<file path="src/rtl/sar_pkg.sv">
// Shared definitions for the SAR code collector: default resolution,
// phase-FSM state encodings and a one-hot helper.
package sar_pkg;

  localparam int unsigned SAR_NBITS = 4;

  typedef enum logic [1:0] {
    ST_IDLE  = 2'd0,
    ST_ARMED = 2'd1,
    ST_BIT   = 2'd2,
    ST_LAST  = 2'd3
  } coll_state_e;

  function automatic logic is_one_hot(input logic [31:0] v);
    return (v != 32'd0) && ((v & (v - 32'd1)) == 32'd0);
  endfunction

endpackage

</file>
<file path="src/rtl/sar_code_fifo.sv">
// First-word fall-through code FIFO with a registered head word and
// wrap-bit pointers; a push while full is accepted only alongside a pop.
module sar_code_fifo #(
  parameter int unsigned WIDTH = 4,
  parameter int unsigned DEPTH = 4
) (
  input  logic             CLK,
  input  logic             RESET,
  input  logic             push,
  input  logic [WIDTH-1:0] data_in,
  input  logic             pop,
  output logic             full,
  output logic             empty,
  output logic [WIDTH-1:0] data_out
);

  localparam int unsigned AW = $clog2(DEPTH);
  localparam int unsigned PW = AW + 1;

  logic [WIDTH-1:0] mem [DEPTH];
  logic [PW-1:0]    wr_ptr, rd_ptr, wr_nxt, rd_nxt;
  logic             push_ok, pop_ok;

  assign pop_ok  = pop & ~empty;
  assign push_ok = push & (~full | pop_ok);
  assign wr_nxt  = wr_ptr + PW'(push_ok);
  assign rd_nxt  = rd_ptr + PW'(pop_ok);

  always_ff @(posedge CLK) begin
    if (push_ok) mem[wr_ptr[AW-1:0]] <= data_in;
  end

  // Head register bypasses storage when the new head is the word written this edge.
  always_ff @(posedge CLK or posedge RESET) begin
    if (RESET) begin
      wr_ptr   <= '0;
      rd_ptr   <= '0;
      full     <= 1'b0;
      empty    <= 1'b1;
      data_out <= '0;
    end else begin
      wr_ptr <= wr_nxt;
      rd_ptr <= rd_nxt;
      empty  <= (wr_nxt == rd_nxt);
      full   <= (wr_nxt[AW-1:0] == rd_nxt[AW-1:0]) && (wr_nxt[AW] != rd_nxt[AW]);
      if (wr_nxt != rd_nxt) begin
        data_out <= (push_ok && (rd_nxt == wr_ptr)) ? data_in : mem[rd_nxt[AW-1:0]];
      end
    end
  end

endmodule

</file>
<file path="src/rtl/sar_code_collector.sv">
// Collects per-phase comparator decisions into conversion codes, checks the
// phase sequence and queues finished codes for the back-end.
module sar_code_collector
  import sar_pkg::*;
#(
  parameter int unsigned NBITS = SAR_NBITS,
  parameter int unsigned DEPTH = 4
) (
  input  logic             CLK,
  input  logic             RESET,
  input  logic             SAR_RESET,
  input  logic [NBITS-2:0] OUTEN,
  input  logic             VCOMP,
  output logic [NBITS-1:0] DOUT,
  output logic             DOUT_VALID,
  input  logic             DOUT_READY,
  output logic             SEQ_ERR,
  output logic             OVERRUN,
  output logic [7:0]       CONV_CNT
);

  localparam int unsigned OW = NBITS - 1;
  localparam int unsigned KW = $clog2(NBITS);

  coll_state_e   state, state_nxt;
  logic [KW-1:0] bit_k;
  logic [OW-1:0] code_q;
  logic [OW-1:0] exp_c;
  logic          phase_ok_c;
  logic          capture_c, push_c, seq_err_c;
  logic          fifo_full, fifo_empty, pop;

  // bit_k is the code bit captured in ARMED/BIT; its enable is OUTEN[bit_k-1].
  assign exp_c      = OW'(1) << (bit_k - KW'(1));
  assign phase_ok_c = is_one_hot(32'(OUTEN)) && (OUTEN == exp_c);
  assign pop        = DOUT_VALID & DOUT_READY;
  assign DOUT_VALID = ~fifo_empty;

  always_ff @(posedge CLK or posedge RESET) begin
    if (RESET) state <= ST_IDLE;
    else       state <= state_nxt;
  end

  always_comb begin
    state_nxt = state;
    if (SAR_RESET) begin
      state_nxt = ST_ARMED;
    end else begin
      case (state)
        ST_ARMED, ST_BIT: begin
          if (!phase_ok_c)          state_nxt = ST_IDLE;
          else if (bit_k == KW'(1)) state_nxt = ST_LAST;
          else                      state_nxt = ST_BIT;
        end
        ST_LAST: state_nxt = ST_IDLE;
        default: state_nxt = state;
      endcase
    end
  end

  always_comb begin
    capture_c = 1'b0;
    push_c    = 1'b0;
    seq_err_c = 1'b0;
    if (!SAR_RESET) begin
      case (state)
        ST_ARMED, ST_BIT: begin
          capture_c = phase_ok_c;
          seq_err_c = ~phase_ok_c;
        end
        ST_LAST: begin
          push_c    = (OUTEN == '0);
          seq_err_c = (OUTEN != '0);
        end
        default: ;
      endcase
    end
  end

  // Upper code bits, error pulse, sticky overrun and push counter.
  always_ff @(posedge CLK or posedge RESET) begin
    if (RESET) begin
      code_q   <= '0;
      bit_k    <= KW'(NBITS - 1);
      SEQ_ERR  <= 1'b0;
      OVERRUN  <= 1'b0;
      CONV_CNT <= 8'd0;
    end else begin
      SEQ_ERR <= seq_err_c;
      if (SAR_RESET) begin
        code_q <= '0;
        bit_k  <= KW'(NBITS - 1);
      end else if (capture_c) begin
        if (VCOMP) code_q <= code_q | exp_c;
        bit_k <= bit_k - KW'(1);
      end
      if (push_c && fifo_full && !pop)    OVERRUN  <= 1'b1;
      if (push_c && (!fifo_full || pop)) CONV_CNT <= CONV_CNT + 8'd1;
    end
  end

  sar_code_fifo #(
    .WIDTH (NBITS),
    .DEPTH (DEPTH)
  ) u_fifo (
    .CLK      (CLK),
    .RESET    (RESET),
    .push     (push_c),
    .data_in  ({code_q, VCOMP}),
    .pop      (pop),
    .full     (fifo_full),
    .empty    (fifo_empty),
    .data_out (DOUT)
  );

endmodule

</file>
<file path="config.mk">
export PLATFORM = sky130hd
export DESIGN_NAME = sar_code_collector
export DESIGN_NICKNAME = d
export VERILOG_FILES = /design/src/rtl/sar_pkg.sv /design/src/rtl/sar_code_fifo.sv /design/src/rtl/sar_code_collector.sv
export SDC_FILE = /design/constraint.sdc
export NUM_CORES = 1
export LEC_CHECK = 0
export ABC_CLOCK_PERIOD_IN_PS = 6800
export BUFFER_PORTS_ARGS = -buffer_cell sky130_fd_sc_hd__buf_4
export CAP_MARGIN = 20
export CORE_MARGIN = 1.5
export CORE_UTILIZATION = 51
export CTS_CLUSTER_DIAMETER = 100
export DETAILED_ROUTE_END_ITERATION = 8
export GPL_TIMING_DRIVEN = 0
export HOLD_SLACK_MARGIN = 0.12
export PLACE_DENSITY = 0.71
export SETUP_SLACK_MARGIN = 0.5
export SYNTH_ARGS = -nofsm -noshare
export SYNTH_HDL_FRONTEND = slang
export SYNTH_SLANG_ARGS = --single-unit
export TNS_END_PERCENT = 50
</file>
<file path="constraint.sdc">
create_clock -name CLK -period 6.8 [get_ports CLK]
set_input_delay 0.68 -clock CLK [delete_from_list [all_inputs] [get_ports CLK]]
set_output_delay 0.68 -clock CLK [all_outputs]
set_load 0.02 [all_outputs]
</file>
-- Word-level counts from Yosys, hierarchy flattened
Memories as Yosys holds them, arrays and structs flattened.
Cells that the tools add are included.
- output and inout port bits: 15
- input bits: 8
- flip-flop bits (word level): 29
- word-level logic and storage cells: 73
- memory bits (writable): 16
- memories kept: 1
- memories (memory ; depth ; width ; read ports ; clocked after Yosys merged registers in ; write ports ; RTL line ; source):
    u_fifo.mem ; 4 ; 4 ; 1 ; 0 ; 1 ; sar_code_fifo.sv:20 ; logic [WIDTH-1:0] mem [DEPTH];
- bitwise gates (word level): 9
- add/sub/neg operators: 5
- reductions and logical operators: 18
- eq/ne operators: 10
- shift-type cells: 1
- mux-type cells: 18
- operators by type and width (kind ; count):
    $and 3x32->32 ; 1
    $logic_not 32->1 ; 1
    $eq 3x3->1 ; 3
    $mux 3 ; 3
    $add 8x1->8 const B ; 1
    $mux 1 ; 8
    $mux 2 ; 4
    $logic_and 1x1->1 ; 7
    $add 3x1->3 ; 2
    $reduce_bool 3->1 ; 2
    $eq 2x1->1 const B ; 2
    $eq 2x2->1 const B ; 2
    $mux 4 ; 1
    $pmux 2 s2 ; 1
    $reduce_bool 2->1 ; 2
    $sub 3x1->4 const B ; 1
    $and 1x1->1 ; 3
    $logic_not 3->1 ; 1
    $ne 3x3->1 ; 1
    $not 1->1 ; 3
    $or 3x3->3 ; 1
    $shl 1x2->3 const A ; 1
    $eq 2x2->1 ; 1
    $logic_not 1->1 ; 2
    other kinds (7) ; 7

-- Logic depth before layout (Yosys ltp)
Gate-level depths: netlist of the first run.
- word-level depth: 9
- depth in mapped cells: 11
- mapped depth without buffers: 10

-- Hierarchy
From an unflattened synthesis of the first run, not the netlist that was laid out.
- cells, all modules: 164
- area, all modules: 2153.3 um^2
- by module, submodules not included (module ; times used ; area each (um^2) ; cells each ; seq. area each (um^2)):
    sar_code_fifo ; 1 ; 1226.2 ; 79 ; 782.0
    sar_code_collector ; 1 ; 927.1 ; 85 ; 427.9

-- Worst setup path after synthesis of the first run
OpenSTA, ideal clock, no wires.
- path kind: input -> register
- start: input port OUTEN[1]
- end: register u_fifo.data_out[0]
- path buffers: 1
- setup time: 0.134 ns
- stages: 10
- setup slack: 3.933 ns
- data arrival time: 2.733 ns
- cells stage by stage: or3_4 -> a2111oi_4 -> buf_2 -> ha_1 -> ha_1 -> xor2_1 -> xor2_1 -> nand3_1 -> nor2_1 -> a21oi_1
- word-level cells in the longest chain between the ends: 6
- elaborated cells between the ends (all ways): 8
- classes of those cells: add/sub (1); eq/ne (1); mux (3); bitwise (1); reduce/logical (2)
- ends and longest elaborated chain (what ; RTL line ; source):
    start, declared ; sar_code_collector.sv:12 ; input logic [NBITS-2:0] OUTEN,
    $logic_not 3->1 ; sar_code_collector.sv:72 ; push_c = (OUTEN == '0);
    $mux 1 ; sar_code_collector.sv:66 ; case (state)
    $mux 1 ; sar_code_collector.sv:65 ; if (!SAR_RESET) begin
    $and 1x1->1 ; sar_code_fifo.sv:25 ; assign push_ok = push & (~full | pop_ok);
    $add 3x1->3 ; sar_code_fifo.sv:26 ; assign wr_nxt = wr_ptr + PW'(push_ok);
    via u_fifo.wr_nxt[2] ; sar_code_fifo.sv:21 ; logic [PW-1:0] wr_ptr, rd_ptr, wr_nxt, rd_nxt;
    $ne 3x3->1 ; sar_code_fifo.sv:46 ; if (wr_nxt != rd_nxt) begin
    end signal, assigned ; sar_code_fifo.sv:47 ; data_out <= (push_ok && (rd_nxt == wr_ptr)) ? data_in : mem[rd_nxt[AW-1:0]];
    end, declared ; sar_code_fifo.sv:14 ; output logic [WIDTH-1:0] data_out
The timed path passes the listed nets, and every way through them passes these cells.
A chain may end at the register's enable or synchronous reset.

-- Worst setup path in the final report of the first run
- start: input port OUTEN[1]
- end: register u_fifo.data_out[3]
Same word-level chain as after synthesis.

==> results of run 1 <==
## flip-flops by register name, summed over array words and instances, names as in the netlist
name / count
CONV_CNT: 8
u_fifo.empty: 1
OVERRUN: 1
state: 2
u_fifo.rd_ptr: 3
u_fifo.data_out: 4
u_fifo.mem: 16
u_fifo.full: 1
bit_k: 2
code_q: 3
u_fifo.wr_ptr: 3
SEQ_ERR: 1
## routing by layer
metal	up-vias	GRT usage [%]	part of all wire, %
li1	589	-	-
met1	571	21.5	43
met2	24	31.3	51
met3	5	6.47	4.1
met4	0	7.65	1.7
met5	-	0	0
## through the flow
stage / power, mW / instances
floorplan: 0.590 / 150
global placement: 0.655 / 219
detailed placement: 0.674 / 219
CTS: 0.840 / 227
global route: 0.891 / 228
finish: 0.830 / 228
## cell families (layout without fill, tap and decap cells)
logic type	after synthesis	after routing	share of synthesized area, %
compound gates	16	16	6.16
xor+xnor	16	16	6.90
fa+ha+maj	11	11	6.77
buf+inv	16	46	3.02
flops	45	45	59.5
mux	9	9	6.96
simple gates	37	37	10.7
## power by group through the flow
stage | combinational [mW] | clock [mW] | sequential, mW
detailed placement | 0.309 | 0 | 0.365
floorplan | 0.209 | 0 | 0.380
global route | 0.343 | 0.183 | 0.365
CTS | 0.312 | 0.170 | 0.358
finish | 0.309 | 0.164 | 0.357
global placement | 0.295 | 0 | 0.360
## cells in the final DEF (no fill, tap or decap), types with 2 or more instances in the layout
cell type | synthesis | layout
a21oi_1 | 5 | 5
a31oi_1 | 4 | 4
and3_1 | 2 | 2
buf_4 | 0 | 21
clkbuf_1 | 3 | 5
clkbuf_8 | 0 | 6
dfrtp_1 | 26 | 26
dfstp_2 | 3 | 3
edfxtp_1 | 16 | 16
ha_1 | 11 | 11
inv_1 | 12 | 12
mux2i_1 | 4 | 4
mux4_2 | 4 | 4
nand2_1 | 5 | 5
nand2b_1 | 2 | 2
nand3_1 | 4 | 4
nand4_1 | 2 | 2
nor2_1 | 13 | 13
nor4bb_1 | 2 | 2
xnor2_1 | 10 | 10
xor2_1 | 6 | 6
## layout make-up
type / count / area (um2)
Timing Repair Buffer: 22 / 185
Clock buffer: 8 / 90.1
Buffer: 4 / 16.3
Inverter: 12 / 45.0
Tap cell: 48 / 60.1
Sequential cell: 45 / 1210
Multi-Input combinational cell: 89 / 761
Fill cell: 296 / 1380
## cells in the mapped netlist, types with 2 or more instances
master	instances
mux2i_1	4
a21oi_1	5
xnor2_1	10
nand4_1	2
and3_1	2
inv_1	12
nand3_1	4
nor4bb_1	2
edfxtp_1	16
dfstp_2	3
mux4_2	4
nand2_1	5
nor2_1	13
a31oi_1	4
xor2_1	6
clkbuf_1	3
ha_1	11
dfrtp_1	26
nand2b_1	2
## worst max path at each step
stage,slack (ps),to,startpoint,cells after the start
2_1_floorplan,3930,u_fifo.data_out[0],OUTEN[1],10
3_3_place_gp,3520,u_fifo.data_out[3],OUTEN[1],11
3_5_place_dp,3470,u_fifo.data_out[3],OUTEN[1],11
4_1_cts,3750,u_fifo.data_out[3],OUTEN[1],11
5_1_grt,3510,u_fifo.data_out[2],OUTEN[1],11
6_report,3740,u_fifo.data_out[3],OUTEN[1],11
==> flow_summary.ini, run 1 <==
[sta]
hold_slack_ps = 344
fin_ws_ps = 3740
clock.fmax_mhz = 326
post-route-period-util_pct = 45.0
finalHoldViolCount = 0
drv_slew = 0
clock-skew-final_ps = 5.75
period_needed_ps = 3060
rsz0062_at_grt = no
maxSlewHeadroom_pct = 59.6
setup_viol = 0
tns_ps = 0
worst_slew_pin_slew_ps = 604

[clocking]
cts-root-buf = clkbuf_8
htree_levels = 2
cts_sinks = 45
cts-resized-gates = 0
ctsHoldBuffers = 0
clkLatencyLatePin_ps = 290
cts-buffers-inserted = 5
max-clock-path-buffers = 2
post_cts_buffers = 0
cts_tree = yes
path_clk_slew_ps = 80

[setup_path]
path_max_fanout = 10
startpoint_type = input port
worst-setup-path-type = in2reg
reg2reg_slack_ps = 4020
cp_top_family = simple AND/OR/NAND/NOR gates
path_buf_inv = 2
reg2reg_depth = 10
critical_path.reg2reg.startpoint = u_fifo.empty
slowest_delay_ps = 430
required_ps = 6960
crit_path_cell_trace = buf_4, or3_4, a2111oi_4, buf_2, ha_1, ha_1, xor2_1, xor2_1, nand3_1, nor2_1, a21oi_1
end_kind = flip-flop
rr_endpoint = u_fifo.data_out[3]
crit_arrival_ps = 3230
crit_path_top_delay_cell = a2111oi_4

[grt]
antenna_found_initial = 0
grt_overflow = 0
grt_pass1_vias = 1254
grt_max_degree = 30
grtUsageTotal_pct = 18.6
grt_first_pass_wirelength_um = 5840

[detailed_routing]
dr.pass1.iters = 4
dr.first_iter.drc_count = 37
route.detailed.drc = 0
drt_wl_total_um = 3430
via_per_inst = 5.21
final_antenna_net_count = 0
post_drt_wl_per_cell_um = 15.0
vias = 1189

[layout]
area_growth_pct = 16.5
design_area_mm2 = 0.00237
finish.utilization_pct = 63.2
final_layout_size_suffix_gt1_share_pct = 22.2
final_nets = 198
antenna_cells = 0

[job]
maxCapViolations = 0

[pwr]
p_switching_uw = 285
total_leakage_power_nw = 1.05
power_frac_comb_pct = 37.2
power.density_mw_per_mm2 = 351
p_int_uw = 546
switching_share_pct = 34.3
seqPwrFrac_pct = 43.1
clockPowerShare_pct = 19.8
ir_drop_uv = 171

[floorplan]
io_pins = 23
core_mm2 = 0.00374
fp.dieW_um = 66.1
die_area_mm2 = 0.00437
die_height_um = 66.1
fp-row-count = 22
start_util_pct = 54.3

[synth]
ys_seq_area_share_pct = 59.5
postSynthAreaPerCell_um2 = 13.5
async_flop_share_pct = 64.4
synth_area_mm2 = 0.00203
yosysWarnings = 0
netlist.area_leader.share_pct = 32.0
synth_edf_count = 16
ys_types = 35
yosys.area.top_type = dfrtp_1
yosys-top-cells-area = dfrtp_1 (32%), edfxtp_1 (24%), ha_1 (6.8%), mux4_2 (4.4%), xnor2_1 (4.3%)
ys.flop_type = dfrtp_1
syn-instance-count = 150
syn-num-nets = 169
synth-seq-cells = 45

[run_status]
outcome = complete, no violations

[place]
dp_hpwl_um = 2550
dpl_worst_slack_ps = 3470
gp_congestion = 0.718
numPortBuffers = 21
place_area_mm2 = 0.00225

[min_path]
hp-class = in2async
(Power assumes the default switching activity.)
==> run 2: changes to the inputs <==
--- a/config.mk
+++ b/config.mk
@@ -5,7 +5,7 @@
 export SDC_FILE = /design/constraint.sdc
 export NUM_CORES = 1
 export LEC_CHECK = 0
-export ABC_CLOCK_PERIOD_IN_PS = 6800
+export ABC_CLOCK_PERIOD_IN_PS = 3080
 export BUFFER_PORTS_ARGS = -buffer_cell sky130_fd_sc_hd__buf_4
 export CAP_MARGIN = 20
 export CORE_MARGIN = 1.5
==> constraint.sdc (replaced) <==
create_clock -name CLK -period 3.08 [get_ports CLK]
set_input_delay 0.308 -clock CLK [delete_from_list [all_inputs] [get_ports CLK]]
set_output_delay 0.308 -clock CLK [all_outputs]
set_load 0.02 [all_outputs]
==> run 2 against run 1 <==
Net effect: register-to-register slack lost 3400 ps; die area unchanged; largest power group is now combinational logic; setup slack got worse by 3200 ps; sequential share of layout area decreased by 3.5 points; via count grew 7.4%; worst hold slack got worse by 80 ps; non-clock buffer count rose by 15.
==> flow_summary.ini, run 2 (same netlist as run 1, synthesis figures left out) <==
[clocking]
cts-root-buf = clkbuf_8
cts_tree = yes
htree_levels = 2
cts_sinks = 45
clkLatencyLatePin_ps = 290
cts-buffers-inserted = 5
max-clock-path-buffers = 2
path_clk_slew_ps = 80

[run_status]
outcome = complete, no violations

[sta]
post-route-period-util_pct = 81.4
period_needed_ps = 2510
clock.fmax_mhz = 399
tns_ps = 0
drv_slew = 0
worst_slew_pin_slew_ps = 600
finalHoldViolCount = 0
maxSlewHeadroom_pct = 59.9
setup_viol = 0
rsz0062_at_grt = yes
clock-skew-final_ps = 5.59

[place]
dp_hpwl_um = 2550
dpl.cell_count = 219
numPortBuffers = 21
place_area_mm2 = 0.00225
gp_congestion = 0.718

[floorplan]
fp.dieW_um = 66.1
die_height_um = 66.1
io_pins = 23
start_util_pct = 54.3
core_mm2 = 0.00374
die_area_mm2 = 0.00437
fp-row-count = 22

[setup_path]
crit_path_top_delay_cell = dfrtp_1
end_kind = flip-flop
rr_endpoint = u_fifo.data_out[1]
required_ps = 3300
startpoint_type = flip-flop
slowest_delay_ps = 410
cp_top_family = adder cells
reg2reg_depth = 11
worst-setup-path-type = reg2reg
path_max_fanout = 8
crit_arrival_ps = 2720
critical_path.reg2reg.startpoint = state[1]
crit_path_cell_trace = ha_4, inv_2, a2111oi_4, buf_6, ha_1, ha_2, xor2_2, xor2_2, nand3_2, buf_6, a21oi_1
path_buf_inv = 3
cp_num_cells = 11
reg2reg_slack_ps = 570

[layout]
antenna_cells = 0
layout_commonest_cell = buf_4
final_layout_size_suffix_gt1_share_pct = 33.3
stdcell_count = 243
finish.utilization_pct = 67.9
final_cell_mix = buf_4 (34), dfrtp_1 (26), edfxtp_1 (16), nor2_1 (13), inv_1 (11)
area_growth_pct = 25.2
num-fill-cells = 276
final_nets = 213
design_area_mm2 = 0.00254
largest_reg_flops = 16

[grt]
grt_max_degree = 30
antenna_found_initial = 0
busiest_layer = met2
grt_first_pass_wirelength_um = 5910
grt_overflow = 0
grt_use_met3_pct = 6.30
grtUsageTotal_pct = 18.8
grtUsageMet2_pct = 32.0
grt_pass1_vias = 1271
met1_usage_pct = 21.6

[detailed_routing]
vias = 1277
route.detailed.drc = 0
via_per_inst = 5.26
dr.pass1.iters = 4
final_antenna_net_count = 0
post_drt_wl_per_cell_um = 15.1
drt_wl_total_um = 3670
dr.first_iter.drc_count = 35

[pwr]
switching_share_pct = 34.6
seqPwrFrac_pct = 40.2
power_frac_comb_pct = 41.5
clockPowerShare_pct = 18.3
ir_drop_uv = 459
p_switching_uw = 687
power.density_mw_per_mm2 = 781
total_leakage_power_nw = 1.14
p_int_mw = 1.30

[min_path]
hp-class = in2reg
min_path_cells = 1
min_to = u_fifo.mem[2][0]
min-delay-start = VCOMP

[job]
maxCapViolations = 0
-- run 2: changes by cell type in the layout (fill, tap and decap cells not counted), moves of 2 or more --
cell	previous run	this run
xor2_1	6	4
clkbuf_1	5	3
buf_4	21	34
xor2_2	0	2
clkbuf_2	0	2
ha_1	11	9
buf_6	0	2
-- run 2: worst max path at each step --
stage,from,endpoint
6_report,state[1],u_fifo.data_out[1]
5_1_grt,state[1],u_fifo.data_out[1]
3_3_place_gp,OUTEN[1],u_fifo.data_out[3]
3_5_place_dp,OUTEN[1],u_fifo.data_out[3]
4_1_cts,u_fifo.empty,u_fifo.data_out[3]
2_1_floorplan,OUTEN[1],u_fifo.data_out[0]
-- run 2: worst register-to-register path, stage by stage, from the launching register on --
cell and delay [ps]:
dfrtp_1 410, ha_4 170, inv_2 50, a2111oi_4 390
buf_6 180, ha_1 150, ha_2 190, xor2_2 210
xor2_2 220, nand3_2 170, buf_6 180, a21oi_1 110
-- run 2: layer usage --
| metal | wire [um] | vias up |
|---|---|---|
| li1 | - | 617 |
| met5 | 0 | - |
| met3 | 168 | 6 |
| met1 | 1540 | 619 |
| met2 | 1910 | 35 |
| met4 | 56 | 0 |
-- run 2: cell type report --
class / instances / area [um2] / share of cell area (%)
buffer: 4 / 25.0 / 0.984
multi-input combinational: 89 / 810 / 31.8
tap: 48 / 60.1 / 2.36
sequential: 45 / 1210 / 47.6
timing repair buffer: 37 / 304 / 12.0
inverter: 12 / 45.0 / 1.77
clock buffer: 8 / 90.1 / 3.54
-- run 2: through the flow --
| stage | total power [mW] | worst slack, ps | hold slack (ps) |
|---|---|---|---|
| detailed placement | 1.49 | 119 | 451 |
| global placement | 1.45 | 173 | 461 |
| CTS | 1.88 | 502 | 255 |
| floorplan | 1.30 | 585 | 384 |
| finish | 1.99 | 574 | 264 |
| global route | 2.11 | 451 | 252 |
-- run 2: power by group through the flow --
| stage | registers [mW] | clock network (mW) | logic, mW |
|---|---|---|---|
| 3_5_place_dp | 0.805 | 0 | 0.683 |
| 4_1_cts | 0.794 | 0.376 | 0.711 |
| 5_1_grt | 0.812 | 0.405 | 0.898 |
| 6_report | 0.799 | 0.363 | 0.826 |
| 3_3_place_gp | 0.795 | 0 | 0.651 |
| 2_1_floorplan | 0.840 | 0 | 0.462 |
-- run 2: what timing repair did --
| item | CTS | global route |
|---|---|---|
| hold endpoints to repair | 0 | 3 |
| hold buffers | 0 | 1 |
| setup buffers | 0 | 14 |
| resized for setup | 5 | 13 |
| setup endpoints to repair | 5 | 5 |
| pin swaps | 1 | 3 |
==> run 3: changes to the inputs <==
--- a/config.mk
+++ b/config.mk
@@ -5,7 +5,7 @@
 export SDC_FILE = /design/constraint.sdc
 export NUM_CORES = 1
 export LEC_CHECK = 0
-export ABC_CLOCK_PERIOD_IN_PS = 3080
+export ABC_CLOCK_PERIOD_IN_PS = 2300
 export BUFFER_PORTS_ARGS = -buffer_cell sky130_fd_sc_hd__buf_4
 export CAP_MARGIN = 20
 export CORE_MARGIN = 1.5
@@ -14,7 +14,7 @@
 export DETAILED_ROUTE_END_ITERATION = 8
 export GPL_TIMING_DRIVEN = 0
 export HOLD_SLACK_MARGIN = 0.12
-export PLACE_DENSITY = 0.71
+export PLACE_DENSITY = 0.74
 export SETUP_SLACK_MARGIN = 0.5
 export SYNTH_ARGS = -nofsm -noshare
 export SYNTH_HDL_FRONTEND = slang
==> constraint.sdc (replaced) <==
create_clock -name CLK -period 2.3 [get_ports CLK]
set_input_delay 0.23 -clock CLK [delete_from_list [all_inputs] [get_ports CLK]]
set_output_delay 0.23 -clock CLK [all_outputs]
set_load 0.02 [all_outputs]
==> run 3 against run 2 <==
Net effect: the run now ends with negative setup slack left; routed wire length grew 24%; power grew 53%; final cell count grew 3.7%; fmax grew 8.1%; sequential cell count is the same; register-to-register slack lost 590 ps.
==> flow_summary.ini, run 3 (same netlist as run 1, synthesis figures left out) <==
[grt]
grt_max_degree = 30
busiest_layer = met2
grtUsageTotal_pct = 21.2
grtUsageMet2_pct = 36.9
antenna_found_initial = 0
grt_pass1_vias = 1330
grt_use_met3_pct = 4.09
met1_usage_pct = 25.6
grt_overflow = 0
grt_first_pass_wirelength_um = 6580

[sta]
period_needed_ps = 2320
worst_slew_pin_slew_ps = 566
post-route-period-util_pct = 101
drv_slew = 0
maxSlewHeadroom_pct = 62.3
fin_ws_ps = -18.2
clock.fmax_mhz = 431
clock-skew-final_ps = 5.97
setup_viol = 2
finalHoldViolCount = 0
rsz0062_at_grt = yes
hold_slack_ps = 178

[detailed_routing]
dr.first_iter.drc_count = 25
dr.pass1.iters = 4
route.detailed.drc = 0
final_antenna_net_count = 0
vias = 1381
post_drt_wl_per_cell_um = 18.1
drt_wl_total_um = 4560
via_per_inst = 5.48

[layout]
final_nets = 222
final_layout_size_suffix_gt1_share_pct = 49.0
layout_commonest_cell = buf_4
stdcell_count = 252
final_cell_mix = buf_4 (36), dfrtp_1 (26), edfxtp_1 (16), nor2_1 (11)
area_growth_pct = 42.0
largest_reg_flops = 16
antenna_cells = 0

[setup_path]
critical_path.reg2reg.startpoint = u_fifo.empty
reg2reg_slack_ps = -20
slowest_delay_ps = 410
end_kind = flip-flop
crit_arrival_ps = 2550
reg2reg_depth = 9
rr_endpoint = u_fifo.data_out[1]
path_max_fanout = 4
crit_path_cell_trace = nand2b_4, a2111oi_4, buf_6, ha_4, ha_4, xor2_4, xor2_4, nand3_2, a21oi_1
required_ps = 2530
startpoint_type = flip-flop
crit_path_top_delay_cell = a2111oi_4
worst-setup-path-type = reg2reg

[clocking]
cts-buffers-inserted = 5
cts_sinks = 45
cts_tree = yes
clkLatencyLatePin_ps = 300
max-clock-path-buffers = 2
cts-root-buf = clkbuf_8
path_clk_slew_ps = 80
htree_levels = 2

[floorplan]
fp-row-count = 22
core_mm2 = 0.00374
die_area_mm2 = 0.00437
die_height_um = 66.1
fp.dieW_um = 66.1
start_util_pct = 54.3
io_pins = 23

[min_path]
min_path_cells = 1
min-delay-start = VCOMP
hp-class = in2reg
min_to = u_fifo.mem[1][0]

[place]
dpl.cell_count = 219
dp_hpwl_um = 2650
dpl_worst_slack_ps = -309
gp_congestion = 0.718
numPortBuffers = 21

[run_status]
outcome = finished, violations left
violations = negative setup slack

[pwr]
total_leakage_power_nw = 1.23
ir_drop_uv = 454
power.density_mw_per_mm2 = 1050

[job]
maxCapViolations = 0
## run 3: cell count changes in the layout (fill, tap and decap cells not counted), moves of 3 or more
| cell | previous run | this run |
|---|---|---|
| inv_1 | 11 | 8 |
| buf_6 | 2 | 8 |
| ha_4 | 1 | 7 |
| ha_1 | 9 | 4 |
| xnor2_1 | 9 | 6 |
## run 3: layout make-up
| type | count | area (um2) |
|---|---|---|
| buffer | 4 | 33.8 |
| fill | 232 | 858 |
| tap | 48 | 60.1 |
| sequential | 45 | 1210 |
| clock buffer | 6 | 72.6 |
| clock inverter | 2 | 15.0 |
| multi-input combinational | 90 | 1060 |
| timing repair buffer | 45 | 387 |
| inverter | 12 | 47.5 |
## run 3: repair_timing
| item | 4_1_cts | 5_1_grt |
|---|---|---|
| endpoints found under the setup margin | 32 | 33 |
| hold endpoints to repair | 0 | 3 |
| hold buffers | 0 | 1 |
| cloned | 1 | 0 |
| buffers inserted | 12 | 10 |
| pin swaps | 12 | 14 |
| resized for setup | 21 | 24 |
## run 3: worst max-delay path by stage
stage / start / to / slack, ps
5_1_grt: u_fifo.empty / u_fifo.data_out[1] / -100
3_5_place_dp: OUTEN[1] / u_fifo.data_out[0] / -310
2_1_floorplan: state[1] / u_fifo.data_out[0] / 100
3_3_place_gp: OUTEN[1] / u_fifo.data_out[0] / -250
6_report: u_fifo.empty / u_fifo.data_out[1] / -20
4_1_cts: u_fifo.empty / u_fifo.data_out[0] / 40
## run 3: worst max-delay path, delay by kind of cell, from the launching register on
| family | cells | cell delay (ps) |
|---|---|---|
| buf+inv | 1 | 180 |
| compound gates | 2 | 620 |
| flops | 1 | 380 |
| xor+xnor | 2 | 480 |
| simple gates | 2 | 310 |
| fa+ha+maj | 2 | 280 |
## run 3: layer usage
metal  vias to the layer above  wire length (um)
li1                        641                 -
met1                       696              1940
met2                        35              2380
met3                         9               131
met4                         0               113
met5                         -                 0
## run 3: per-stage QoR
step / utilization [%] / power [mW] / TNS, ps / area, um2
floorplan: - / 1.86 / 0 / 2130
global placement: 62.7 / 2.06 / -1050 / 2350
detailed placement: 62.7 / 2.11 / -1330 / 2350
CTS: 70.7 / 2.78 / 0 / 2650
global route: 77.1 / 3.21 / -409 / 2890
finish: 77.1 / 3.03 / -22.0 / 2890
## run 3: where the power goes
group | internal (mW) | switching [mW]
Combinational | 0.705 | 0.732
Sequential | 0.969 | 0.142
Clock | 0.214 | 0.270
